===== src/rtl/cpu_pkg.sv =====
// Shared types and constants for the 16-bit pipeline front end.
package cpu_pkg;

    // Default datapath widths of the pipeline.
    localparam int CPU_ADDR_W = 16;
    localparam int CPU_INST_W = 16;

    // Instruction presented to decode when nothing valid is available.
    localparam logic [CPU_INST_W-1:0] NOP_INST = 16'h0000;

    // Fetch controller states: normal fetching, or waiting out a stale request.
    typedef enum logic [0:0] {
        S_FETCH = 1'b0,
        S_DROP  = 1'b1
    } if_state_e;

    // One prefetched instruction together with the PC it was fetched from.
    typedef struct packed {
        logic [CPU_ADDR_W-1:0] pc;
        logic [CPU_INST_W-1:0] inst;
    } fetch_entry_t;

endpackage : cpu_pkg


===== src/rtl/fetch_fifo.sv =====
// Small synchronous prefetch FIFO between the fetch controller and decode.
// Head entry is read straight out of registered storage, so there is no
// combinational path from the push side to the head outputs.
module fetch_fifo #(
    parameter int DEPTH  = 2,
    parameter int DATA_W = 32
) (
    input  logic              clk,
    input  logic              rst,
    input  logic              push,
    input  logic [DATA_W-1:0] push_data,
    input  logic              pop,
    input  logic              flush,
    output logic [DATA_W-1:0] head_data,
    output logic              full,
    output logic              empty
);

    localparam int PTR_W = (DEPTH > 1) ? $clog2(DEPTH) : 1;
    localparam int CNT_W = PTR_W + 1;
    localparam logic [CNT_W-1:0] DEPTH_CNT = CNT_W'(DEPTH);

    logic [DATA_W-1:0] mem [DEPTH];
    logic [PTR_W-1:0]  wr_ptr;
    logic [PTR_W-1:0]  rd_ptr;
    logic [CNT_W-1:0]  count;

    assign full      = (count == DEPTH_CNT);
    assign empty     = (count == '0);
    assign head_data = mem[rd_ptr];

    // Pointer and occupancy bookkeeping; flush empties the FIFO in one cycle.
    always_ff @(posedge clk) begin
        // NOTE: state registers use non-blocking (<=) so every flop samples
        // the pre-edge values of its inputs, independent of statement order.
        if (rst || flush) begin
            wr_ptr <= '0;
            rd_ptr <= '0;
            count  <= '0;
        end else begin
            if (push) begin
                wr_ptr <= wr_ptr + PTR_W'(1);
            end
            if (pop) begin
                rd_ptr <= rd_ptr + PTR_W'(1);
            end
            unique case ({push, pop})
                2'b10:   count <= count + CNT_W'(1);
                2'b01:   count <= count - CNT_W'(1);
                default: count <= count;
            endcase
        end
    end

    // Entry storage; written only on push.
    always_ff @(posedge clk) begin
        // NOTE: the storage array is deliberately not reset; empty/count
        // guard every read, so stale contents are never observed.
        if (push) begin
            mem[wr_ptr] <= push_data;
        end
    end

endmodule : fetch_fifo


===== src/rtl/if_fetch_unit.sv =====
// Instruction Fetch stage: owns the PC, issues one imem request at a time,
// buffers fetched {pc,inst} pairs in a prefetch FIFO and presents the head
// to decode. Branch redirects flush the FIFO; a request that is still in
// flight when the redirect arrives is completed and its data discarded.
module if_fetch_unit
    import cpu_pkg::*;
#(
    parameter int                ADDR_W   = CPU_ADDR_W,
    parameter int                INST_W   = CPU_INST_W,
    parameter int                DEPTH    = 2,
    parameter logic [ADDR_W-1:0] RESET_PC = '0
) (
    input  logic              clk,
    input  logic              rst,
    input  logic              stall_i,
    input  logic              redirect_i,
    input  logic [ADDR_W-1:0] redirect_pc_i,
    output logic              imem_req_o,
    output logic [ADDR_W-1:0] imem_addr_o,
    input  logic              imem_ack_i,
    input  logic [INST_W-1:0] imem_rdata_i,
    output logic              if_valid_o,
    output logic [ADDR_W-1:0] if_pc_o,
    output logic [INST_W-1:0] if_inst_o
);

    localparam int ENTRY_W = ADDR_W + INST_W;

    if_state_e         state;
    if_state_e         state_n;
    logic [ADDR_W-1:0] fetch_pc;
    logic [ADDR_W-1:0] fetch_pc_n;
    logic [ADDR_W-1:0] target_pc;
    logic [ADDR_W-1:0] target_pc_n;

    logic               req_raw;
    logic               ack_take;
    logic               fifo_push;
    logic               fifo_pop;
    logic               fifo_flush;
    logic               fifo_full;
    logic               fifo_empty;
    logic [ENTRY_W-1:0] fifo_head;
    logic [ADDR_W-1:0]  head_pc;
    logic [INST_W-1:0]  head_inst;

    fetch_fifo #(
        .DEPTH  (DEPTH),
        .DATA_W (ENTRY_W)
    ) u_fifo (
        .clk       (clk),
        .rst       (rst),
        .push      (fifo_push),
        .push_data ({fetch_pc, imem_rdata_i}),
        .pop       (fifo_pop),
        .flush     (fifo_flush),
        .head_data (fifo_head),
        .full      (fifo_full),
        .empty     (fifo_empty)
    );

    assign head_pc   = fifo_head[ENTRY_W-1:INST_W];
    assign head_inst = fifo_head[INST_W-1:0];

    // The address is always the PC of the request in flight; in S_DROP
    // fetch_pc still holds the abandoned address, keeping addr stable.
    assign imem_req_o  = req_raw && !rst;
    assign imem_addr_o = fetch_pc;
    assign ack_take    = req_raw && imem_ack_i;

    // Decode-facing outputs come only from FIFO storage, forced idle in reset.
    assign if_valid_o = !rst && !fifo_empty;
    assign if_pc_o    = if_valid_o ? head_pc   : '0;
    assign if_inst_o  = if_valid_o ? head_inst : INST_W'(NOP_INST);

    // A redirect flushes the presented entry, so it is never consumed.
    assign fifo_pop = if_valid_o && !stall_i && !redirect_i;

    // Fetch controller state and PC registers.
    always_ff @(posedge clk) begin
        if (rst) begin
            state     <= S_FETCH;
            fetch_pc  <= RESET_PC;
            target_pc <= RESET_PC;
        end else begin
            state     <= state_n;
            fetch_pc  <= fetch_pc_n;
            target_pc <= target_pc_n;
        end
    end

    // Next-state, PC update and request/push/flush decisions.
    always_comb begin
        // NOTE: every output of this block gets a default first, so no path
        // leaves a signal unassigned and no latch can be inferred.
        state_n     = state;
        fetch_pc_n  = fetch_pc;
        target_pc_n = target_pc;
        fifo_push   = 1'b0;
        fifo_flush  = 1'b0;
        req_raw     = 1'b0;

        // Request gating: in S_FETCH only while there is room for the reply,
        // in S_DROP always, so an abandoned request is still seen through.
        unique case (state)
            S_FETCH: req_raw = !fifo_full;
            S_DROP:  req_raw = 1'b1;
            default: req_raw = 1'b0;
        endcase

        if (redirect_i) begin
            fifo_flush = 1'b1;
            if (!req_raw || imem_ack_i) begin
                // Nothing left in flight: refetch from the new target now.
                state_n    = S_FETCH;
                fetch_pc_n = redirect_pc_i;
            end else begin
                // Current request still pending: finish it, then refetch.
                state_n     = S_DROP;
                target_pc_n = redirect_pc_i;
            end
        end else begin
            unique case (state)
                S_FETCH: begin
                    if (ack_take) begin
                        fifo_push  = 1'b1;
                        fetch_pc_n = fetch_pc + ADDR_W'(1);
                    end
                end
                S_DROP: begin
                    if (ack_take) begin
                        state_n    = S_FETCH;
                        fetch_pc_n = target_pc;
                    end
                end
                default: state_n = S_FETCH;
            endcase
        end
    end

endmodule : if_fetch_unit


===== config.mk =====
export PLATFORM = sky130hd
export DESIGN_NAME = if_fetch_unit
export DESIGN_NICKNAME = d
export VERILOG_FILES = /design/src/rtl/cpu_pkg.sv /design/src/rtl/fetch_fifo.sv /design/src/rtl/if_fetch_unit.sv
export SDC_FILE = /design/constraint.sdc
export NUM_CORES = 1
export LEC_CHECK = 0
export BUFFER_PORTS_ARGS = -buffer_cell sky130_fd_sc_hd__buf_2
export CELL_PAD_IN_SITES_DETAIL_PLACEMENT = 0
export CELL_PAD_IN_SITES_GLOBAL_PLACEMENT = 1
export CORE_MARGIN = 2
export CORE_UTILIZATION = 49
export CTS_BUF_LIST = sky130_fd_sc_hd__clkbuf_2 sky130_fd_sc_hd__clkbuf_4 sky130_fd_sc_hd__clkbuf_8
export DETAILED_ROUTE_END_ITERATION = 7
export GPL_ROUTABILITY_DRIVEN = 0
export GPL_TIMING_DRIVEN = 0
export PLACE_DENSITY = 0.95
export SYNTH_ARGS = -nofsm -noshare
export SYNTH_HDL_FRONTEND = slang
export SYNTH_HIERARCHICAL = 1
export SYNTH_SLANG_ARGS = --single-unit
export TNS_END_PERCENT = 5

===== constraint.sdc =====
create_clock -name clk -period 6.1 [get_ports clk]
set_input_delay 0.305 -clock clk [delete_from_list [all_inputs] [get_ports clk]]
set_output_delay 0.305 -clock clk [all_outputs]
set_load 0.01 [all_outputs]

==> results by group, run 1 <==
Floorplanning
  – # rows: 36
  – Initial core utilization: 0.4971
  – Core box area: 9594 um^2
  – Die H: about 100 um
  – Top-Level Pins: 87
  – Die area: 10540 um^2
  – Die W: slightly above 100 um

Timing
  – RSZ-0062 raised after global routing: no
  – Period minus WS final: 2500 ps
  – Max Fclk: 400.0 MHz
  – Final Hold Fails: 0
  – Clk_skew: 7.699 ps
  – Relative max-transition margin: 0.3741
  – Crit share post-route: 0.4098
  – WHS: 116.3 ps
  – Slew Limit Fails: 0
  – Setup TNS: 0 ps
  – Worst-Margin Slew: between 900 and 1000 ps
  – Final Setup Violations: 0

GRT
  – Number of global-route vias before repair: 3229
  – Antenna violations before repair: 0
  – First-pass GRT wire length: about 16000 um
  – Grt total ovfl: 0
  – Total track usage: 0.2014
  – Largest net degree at the start of global routing: 33

Worst setup path
  – Worst Path Arrival: roughly 2500 ps
  – Critical path class: reg -> reg
  – Crit start category: flip-flop
  – Reg2reg setup slack: approximately 3600 ps
  – Req. time, crit path: 6100 ps
  – Setup crit end kind: flip-flop
  – CP Max Fanout: 32

Synth
  – Synthesized cell area: around 4800 um^2
  – Share of flip-flops with an asynchronous set or reset: 0
  – Sequential area share after synthesis: 0.5624
  – Synthesis Warnings: 6
  – Avg Inst Size Synth: 11.60 um^2
  – Distinct cells, synth: 51
  – Synth Register Bits: 102
  – Main synth FF type: edfxtp_1
  – Post-synth EDFFs: 64
  – Synthesized Nets: 450
  – Post-Syn Instances: 411

Final layout
  – Fillers: slightly above 800
  – Fraction of layout instances using a drive strength above 1: 0.2988
  – Synthesis-to-finish area growth: 16.50%
  – Design area: between 5000 and 6000 um^2
  – Nets: 546
  – Final core utilization: 0.5792
  – Diode count: 0

Drt
  – 1st-iter DRT viols: 231
  – Routed Wire Length: about 10000 um
  – Final ANT Viol Nets: 0
  – DRC Markers: 0
  – Vias/cell: 5.397
  – Via count: 3481
  – DRT Pass-1 Iters: 4
  – Wire per inst: approximately 16 um

CTS
  – Clock Pin Slew Worst Setup and Hold Paths: approximately 100 ps
  – Setup Buffers After CTS: 0
  – CTS root buffer: clkbuf_8
  – H-tree levels: 3
  – Worst skew pair latency: ~370 ps
  – Clock buffer depth: 2
  – Clock buffer count from CTS: 9
  – Post_cts resized: 0
  – CTS tree: built
  – Sink Count: slightly above 100
  – CTS Hold Bufs: 0

Pwr
  – Leak Pwr: 2.123 nW
  – Pwr/cell area: 238.3 nW/um^2
  – Worst vdd ir: 0.1142 mV

Placement
  – Number of port buffers: 85
  – Placement Cell Area: approximately 5400 um^2
  – Post-DP HPWL: 7415 um

Hold path
  – HP Class: in -> reg

Run status
  – Status: complete, no violations

Flow run
  – MaxCap Viol Count: 0
## worst paths after layout
check                           cells past startpoint                        start                          end
worst min-delay path                                1             imem_rdata_i[13]  u_fifo/mem[1][13]$_DFFE_PP_
worst max register to register                      5             state$_SDFF_PP0_  u_fifo/mem[0][10]$_DFFE_PP_
worst max-delay path                                5             state$_SDFF_PP0_  u_fifo/mem[0][10]$_DFFE_PP_
worst min register to register                      0  imem_addr_o[2]$_SDFFE_PP0P_  u_fifo/mem[1][18]$_DFFE_PP_
## Yosys cell counts (all sizes together), types with 3 or more instances
library cell | number | share of area
nand2 | 25 | 0.020
a21oi | 12 | 0.013
a31oi | 4 | 0.0052
mux2i | 30 | 0.063
nor2b | 4 | 0.0052
nor4 | 4 | 0.0052
nor3 | 10 | 0.012
xnor2 | 5 | 0.0092
a211oi | 4 | 0.0063
inv | 7 | 0.0055
o21ai | 18 | 0.019
a21o | 3 | 0.0047
nand3b | 3 | 0.0047
nor4b | 4 | 0.0073
dfxtp | 38 | 0.16
buf | 14 | 0.021
nand3 | 8 | 0.0084
clkbuf | 13 | 0.010
nor2 | 37 | 0.029
mux2 | 33 | 0.078
nand4 | 8 | 0.014
edfxtp | 64 | 0.40
and2 | 34 | 0.045
## cell families (layout without fill, tap and decap cells)
logic type,Yosys count,count (layout),synth area share
flip-flops,102,102,0.5624
AND/OR/NAND/NOR,152,152,0.1723
multiplexers,63,63,0.1409
AO/OA/AOI/OAI,52,52,0.07135
buffers and inverters,34,135,0.03673
XOR/XNOR,6,6,0.01102
adder cells (fa/ha/maj),2,2,0.005246
## metrics by stage
| step | setup WS, ps | std cells | total power, mW |
|---|---|---|---|
| 6_report | 3600 | 645 | 1.324 |
| 5_1_grt | 3435 | 645 | 1.381 |
| 4_1_cts | 3587 | 645 | 1.337 |
| 3_5_place_dp | 3343 | 629 | 0.9307 |
| 3_3_place_gp | 2016 | 629 | 0.9246 |
| 2_1_floorplan | 3232 | 411 | 0.8756 |
## cell type report
cell class | instances | area [um^2] | area share
plain buffers | 27 | 148.9 | 0.02680
clock buffers | 9 | 123.9 | 0.02229
clock inverters | 7 | 62.56 | 0.01126
inverters | 7 | 26.28 | 0.004729
multi-input cells | 275 | 1921 | 0.3456
flip-flops and latches | 102 | 2683 | 0.4828
well taps | 133 | 166.4 | 0.02995
repair buffers | 85 | 425.4 | 0.07656
## metal layers
metal,part of all wire,global-route usage,up-vias
met5,0,0,-
met4,0.014,0.07795,0
met3,0.067,0.04407,14
met2,0.47,0.3253,125
met1,0.45,0.2662,1660
li1,-,-,1682
## worst max-delay path: stages (launching register included)
cell and delay [ps]:
dfxtp_1 330, buf_6 130, nor2_1 500, and3_1 320, inv_1 110, nor2_4 720
## layout by cell type (no fill, tap or decap), types with 3 or more instances in the layout
cell      Yosys  layout
a211oi_1      4       4
a21o_1        3       3
a21oi_1      11      11
a31oi_1       4       4
and2_1       34      33
buf_2         8      93
buf_6         5       5
clkbuf_1     13      13
clkbuf_8      0       9
dfxtp_1      38      38
edfxtp_1     64      64
inv_1         7       7
mux2_1        3       3
mux2_2       30      30
mux2i_1      30      30
nand2_1      25      25
nand3_1       8       8
nand3b_1      3       3
nand4_1       7       7
nor2_1       37      36
nor2b_1       4       4
nor3_1        9       9
nor4_1        4       4
nor4b_1       4       4
o21ai_0      15      15
o21ai_1       3       3
xnor2_1       5       5
## registers in the layout, indices dropped and copies added, names as in the netlist, named ones only
register       flops
u_fifo/mem        64
imem_addr_o       16
target_pc         16
u_fifo/count       2
state              1
u_fifo/rd_ptr      1
u_fifo/wr_ptr      1
## power by group
group | switching (mW) | internal, mW | total (mW)
clock network | 0.251 | 0.158 | 0.409
registers | 0.0235 | 0.761 | 0.784
logic | 0.0741 | 0.0569 | 0.131
total | 0.349 | 0.975 | 1.32
No activity file was read; power rests on OpenSTA's default activity.
==> run 2: changes to the inputs <==
CORE_UTILIZATION = 41   (was 49)
PLACE_DENSITY = 0.89   (was 0.95)
clock period = 2.18 ns   (was 6.1 ns; I/O delays follow)
==> results by group, run 2 (synthesized netlist as in run 1, its figures left out) <==
Floorplanning
  – Initial core utilization: 0.4195
  – Die W: 111.9 um
  – Top-Level Pins: slightly below 90
  – Core box area: 11370 um^2
  – # rows: 39
  – Die area: ~13000 um^2
  – Die H: 111.9 um

GRT
  – Grt total ovfl: 0
  – Total track usage: 0.1743
  – First-pass GRT wire length: 17280 um
  – Number of global-route vias before repair: ~3400
  – Largest net degree at the start of global routing: 33
  – Antenna violations before repair: 0

Placement
  – Number of port buffers: 85
  – Dpl cells: roughly 640
  – Post-DP HPWL: 7560 um

Timing
  – RSZ-0062 raised after global routing: no
  – Crit share post-route: 0.9437
  – Relative max-transition margin: 0.4808
  – Worst-Margin Slew: ~800 ps
  – Final Hold Fails: 0
  – Slew Limit Fails: 0
  – Max Fclk: 486.1 MHz
  – WHS: 14.71 ps
  – Setup TNS: 0 ps
  – Final Setup Violations: 0
  – Period minus WS final: 2057 ps
  – Clk_skew: 16.17 ps

Pwr
  – Pwr/cell area: 654.8 nW/um^2
  – Leak Pwr: 2.248 nW
  – Worst vdd ir: roughly 0.34 mV
  – Total Power: 3.862 mW

Worst setup path
  – Reg2reg setup slack: between 100 and 150 ps
  – Critical path class: reg -> reg
  – Max stage delay on crit path: between 300 and 400 ps
  – Crit-path slowest cell: or3_1
  – Crit start category: flip-flop
  – Setup crit end kind: flip-flop
  – Req. time, crit path: approximately 2500 ps
  – Crit Reg-Reg Endpoint: u_fifo/count[1]$_SDFFE_PP0P_
  – CP Max Fanout: 10
  – Critical-path cell list: buf_6 > nor2_4 > and3_4 > inv_2 > ha_1 > or3_1 > a211oi_1
  – FF-to-FF Start: state$_SDFF_PP0_
  – R2R cell count: 7
  – Worst Path Arrival: about 2400 ps

CTS
  – Worst skew pair latency: 390 ps
  – Clock Pin Slew Worst Setup and Hold Paths: 100 ps
  – Sink Count: slightly above 100
  – H-tree levels: 3
  – Clock buffer count from CTS: 9
  – CTS root buffer: clkbuf_8
  – CTS tree: built
  – Clock buffer depth: 2

Drt
  – Wire per inst: ~16 um
  – DRC Markers: 0
  – DRT Pass-1 Iters: 5
  – Via count: 3537
  – 1st-iter DRT viols: 313
  – Vias/cell: 5.171
  – Final ANT Viol Nets: 0
  – Routed Wire Length: 10880 um

Final layout
  – Final Non-Filler Cells: 684
  – Max reg flops: 64
  – Final core utilization: 0.5188
  – Diode count: 0
  – Nets: 575
  – Top reg by flops: u_fifo/mem
  – Commonest non-fill, non-tap cell in the layout: buf_2
  – Synthesis-to-finish area growth: 23.66%
  – Fraction of layout instances using a drive strength above 1: 0.2921
  – Most frequent cells in the layout: buf_2, edfxtp_1, dfxtp_1, nor2_1, and2_1

Hold path
  – Worst min-delay path endpoint: u_fifo/count[0]$_SDFFE_PP0P_
  – Hold Crit Start: rst
  – Hold path depth: 2
  – HP Class: in -> reg

Run status
  – Status: complete, no violations

Flow run
  – MaxCap Viol Count: 0
run 2: worst max-delay path by stage:
stage	start	cells past startpoint	to
after floorplan	state$_SDFF_PP0_	4	u_fifo/mem[1][0]$_DFFE_PP_
after global placement	redirect_i	5	u_fifo/mem[1][12]$_DFFE_PP_
after detailed placement	redirect_i	6	u_fifo/mem[0][12]$_DFFE_PP_
after CTS	u_fifo/count[0]$_SDFFE_PP0P_	7	u_fifo/count[1]$_SDFFE_PP0P_
after global routing	u_fifo/count[1]$_SDFFE_PP0P_	5	if_pc_o[11]
final	state$_SDFF_PP0_	7	u_fifo/count[1]$_SDFFE_PP0P_
run 2: layout make-up:
cell class	instances	area (um^2)
clock inverter	7	86.33
inverter	7	26.28
sequential	102	2684
tap	143	178.9
fill	1003	5472
timing repair buffer	113	705.7
multi-input combinational	276	1944
buffer	27	148.9
clock buffer	9	123.9
run 2: worst max-delay path, delay by kind of cell, from the launching register on:
kind                     cells  cell delay, ps
adder cells (fa/ha/maj)      1             340
flip-flops                   1             330
AO/OA/AOI/OAI                1             230
AND/OR/NAND/NOR              3             830
buffers and inverters        2             230
run 2: what timing repair did:
item	CTS	global route
setup buffers	0	0
hold buffers	28	0
hold endpoints to repair	44	0
gates resized for setup	4	3
cloned	1	0
pin swaps	1	1
endpoints found under the setup margin	65	38
run 2: power breakdown:
group / internal (mW) / leakage [nW] / switching (mW)
clock: 0.557 / 0.104 / 0.700
combinational: 0.195 / 1.24 / 0.218
sequential: 2.13 / 0.902 / 0.0656
run 2: stage by stage:
stage | setup WS, ps | area, um^2
finish | 122.7 | 5898
detailed placement | -399.1 | 5383
floorplan | -28.32 | 4777
global placement | -776.6 | 5381
CTS | 0.6988 | 5892
global route | 4.613 | 5898
run 2: routing by layer:
layer  vias up  routed length (um)  track usage
li1       1737                   -            -
met1      1664                4961       0.2336
met2       125                5106       0.2764
met3        11                 673      0.04246
met4         0                 135      0.06337
met5         -                   0            0
==> run 3: changes to the inputs <==
CORE_UTILIZATION = 46   (was 41)
HOLD_SLACK_MARGIN = 0.1   (was unset)
PLACE_DENSITY = 0.94   (was 0.89)
clock period = 2.2 ns   (was 2.18 ns; I/O delays follow)
==> results by group, run 3 (synthesized netlist as in run 1, its figures left out) <==
Final layout
  – Diode count: 0
  – Max reg flops: 64
  – Synthesis-to-finish area growth: 25.00%
  – Nets: 587
  – Register area: 2684 um^2
  – Fillers: 869
  – Commonest non-fill, non-tap cell in the layout: buf_2
  – Most frequent cells in the layout: buf_2, edfxtp_1, dfxtp_1, dlygate4sd3_1, nor2_1
  – Top reg by flops: u_fifo/mem
  – Fraction of layout instances using a drive strength above 1: 0.2899
  – Multi-input logic area: a little under 2000 um^2

Worst setup path
  – Crit Reg-Reg Endpoint: u_fifo/count[1]$_SDFFE_PP0P_
  – Reg2reg setup slack: 60 ps
  – Critical path class: reg -> reg
  – Worst Path Arrival: 2440 ps
  – R2R cell count: 7
  – Setup crit end kind: flip-flop
  – FF-to-FF Start: u_fifo/count[0]$_SDFFE_PP0P_
  – Crit start category: flip-flop
  – Req. time, crit path: 2500 ps
  – CP Max Fanout: 5

Timing
  – Crit share post-route: 0.9726
  – Period minus WS final: 2140 ps
  – Slew Limit Fails: 0
  – RSZ-0062 raised after global routing: no
  – Worst-Margin Slew: 758.2 ps
  – Setup TNS: 0 ps
  – Max Fclk: about 470 MHz
  – Final Setup Violations: 0
  – Relative max-transition margin: 0.4945
  – Final Hold Fails: 0
  – Clk_skew: between 10 and 15 ps

Drt
  – Routed Wire Length: about 11000 um
  – DRC Markers: 0
  – 1st-iter DRT viols: 336
  – Vias/cell: approximately 5.3
  – DRT Pass-1 Iters: 5
  – Final ANT Viol Nets: 0
  – Wire per inst: between 15 and 20 um
  – Via count: between 3000 and 4000

GRT
  – Busiest metal layer after global routing: met2
  – First-pass GRT wire length: roughly 17000 um
  – Met1 Usage GRT: 0.2584
  – Antenna violations before repair: 0
  – Grt total ovfl: 0
  – Number of global-route vias before repair: 3393
  – Largest net degree at the start of global routing: 33
  – GR Util met3: 0.04824
  – Total track usage: 0.1966
  – Met2 Resource Use GR: 0.3253

Floorplanning
  – Top-Level Pins: 87
  – Die area: approximately 11000 um^2
  – Die W: 105.8 um
  – # rows: 37
  – Die H: 105.8 um
  – Core box area: between 10000 and 15000 um^2
  – Initial core utilization: 0.4683

Run status
  – Status: complete, no violations

Hold path
  – Worst min-delay path endpoint: u_fifo/rd_ptr$_SDFFE_PP0P_
  – HP Class: in -> reg
  – Hold path depth: 4
  – Hold Crit Start: stall_i

CTS
  – Clock Pin Slew Worst Setup and Hold Paths: 100 ps
  – Sink Count: 102
  – Clock buffer count from CTS: 9
  – H-tree levels: 3
  – Worst skew pair latency: 380 ps
  – Clock buffer depth: 2
  – CTS root buffer: clkbuf_8
  – CTS tree: built

Placement
  – Number of port buffers: 85
  – Post-DP HPWL: roughly 7400 um

Flow run
  – MaxCap Viol Count: 0

Pwr
  – Worst vdd ir: 0.3576 mV
  – Total Power: 3.706 mW
  – Leak Pwr: 2.288 nW
  – Pwr/cell area: 621.7 nW/um^2
run 3: cell types whose count changed in the layout (fill, tap and decap cells not counted):
cell and delta:
buf_4 +4, and3_1 +1, bufinv_16 -1, and3_4 -1
inv_6 +1, inv_8 -1, dlygate4sd3_1 +8
run 3: routing by layer:
layer	vias up	share of wire
met2	131	0.48
li1	1767	-
met5	-	0
met3	17	0.055
met4	0	0.012
met1	1701	0.45
run 3: cell type report:
cell class	count	area share
Timing Repair Buffer	125	0.1368
Clock inverter	6	0.009024
Clock buffer	9	0.02078
Tap cell	136	0.02854
Buffer	27	0.02497
Sequential cell	102	0.4502
Inverter	7	0.004407
Multi-Input combinational cell	276	0.3253
run 3: worst max-delay path by stage:
stage / cells past startpoint / end / from
floorplan: 4 / u_fifo/mem[1][0]$_DFFE_PP_ / state$_SDFF_PP0_
global placement: 5 / u_fifo/mem[1][14]$_DFFE_PP_ / redirect_i
detailed placement: 6 / u_fifo/mem[0][14]$_DFFE_PP_ / redirect_i
CTS: 7 / u_fifo/count[1]$_SDFFE_PP0P_ / u_fifo/count[0]$_SDFFE_PP0P_
global route: 7 / u_fifo/count[1]$_SDFFE_PP0P_ / u_fifo/count[0]$_SDFFE_PP0P_
finish: 7 / u_fifo/count[1]$_SDFFE_PP0P_ / u_fifo/count[0]$_SDFFE_PP0P_
run 3: what timing repair did:
| action | CTS | global route |
|---|---|---|
| hold buffers | 36 | 0 |
| resized for setup | 4 | 1 |
| hold endpoints to repair | 55 | 0 |
| setup endpoints to repair | 65 | 18 |
| buffers inserted | 0 | 4 |
| pin swaps | 1 | 1 |
| cloned | 1 | 0 |
run 3: power by group:
group	internal (mW)	switching, mW
Sequential	2.11	0.0664
Combinational	0.207	0.219
Clock	0.427	0.679
Total	2.74	0.964
run 3: metrics by stage:
stage | util | instances | area (um^2) | hold WS (ps) | setup WS [ps]
3_3_place_gp | 0.5275 | 632 | 5373 | 299.0 | -734.9
4_1_cts | 0.5823 | 684 | 5931 | 153.3 | 50.35
5_1_grt | 0.5854 | 688 | 5962 | 178.2 | 13.85
3_5_place_dp | 0.5276 | 632 | 5374 | 302.1 | -404.9
6_report | 0.5854 | 688 | 5962 | 156.1 | 60.34
2_1_floorplan | - | 411 | 4777 | 182.8 | -8.324
run 3: critical path, cell delays in order, from the launching register on:
cell and delay [ps]:
dfxtp_2 380, and2b_2 290, inv_1 80, and3_1 240, inv_2 110, ha_1 350, or3_1 360, a211oi_1 240
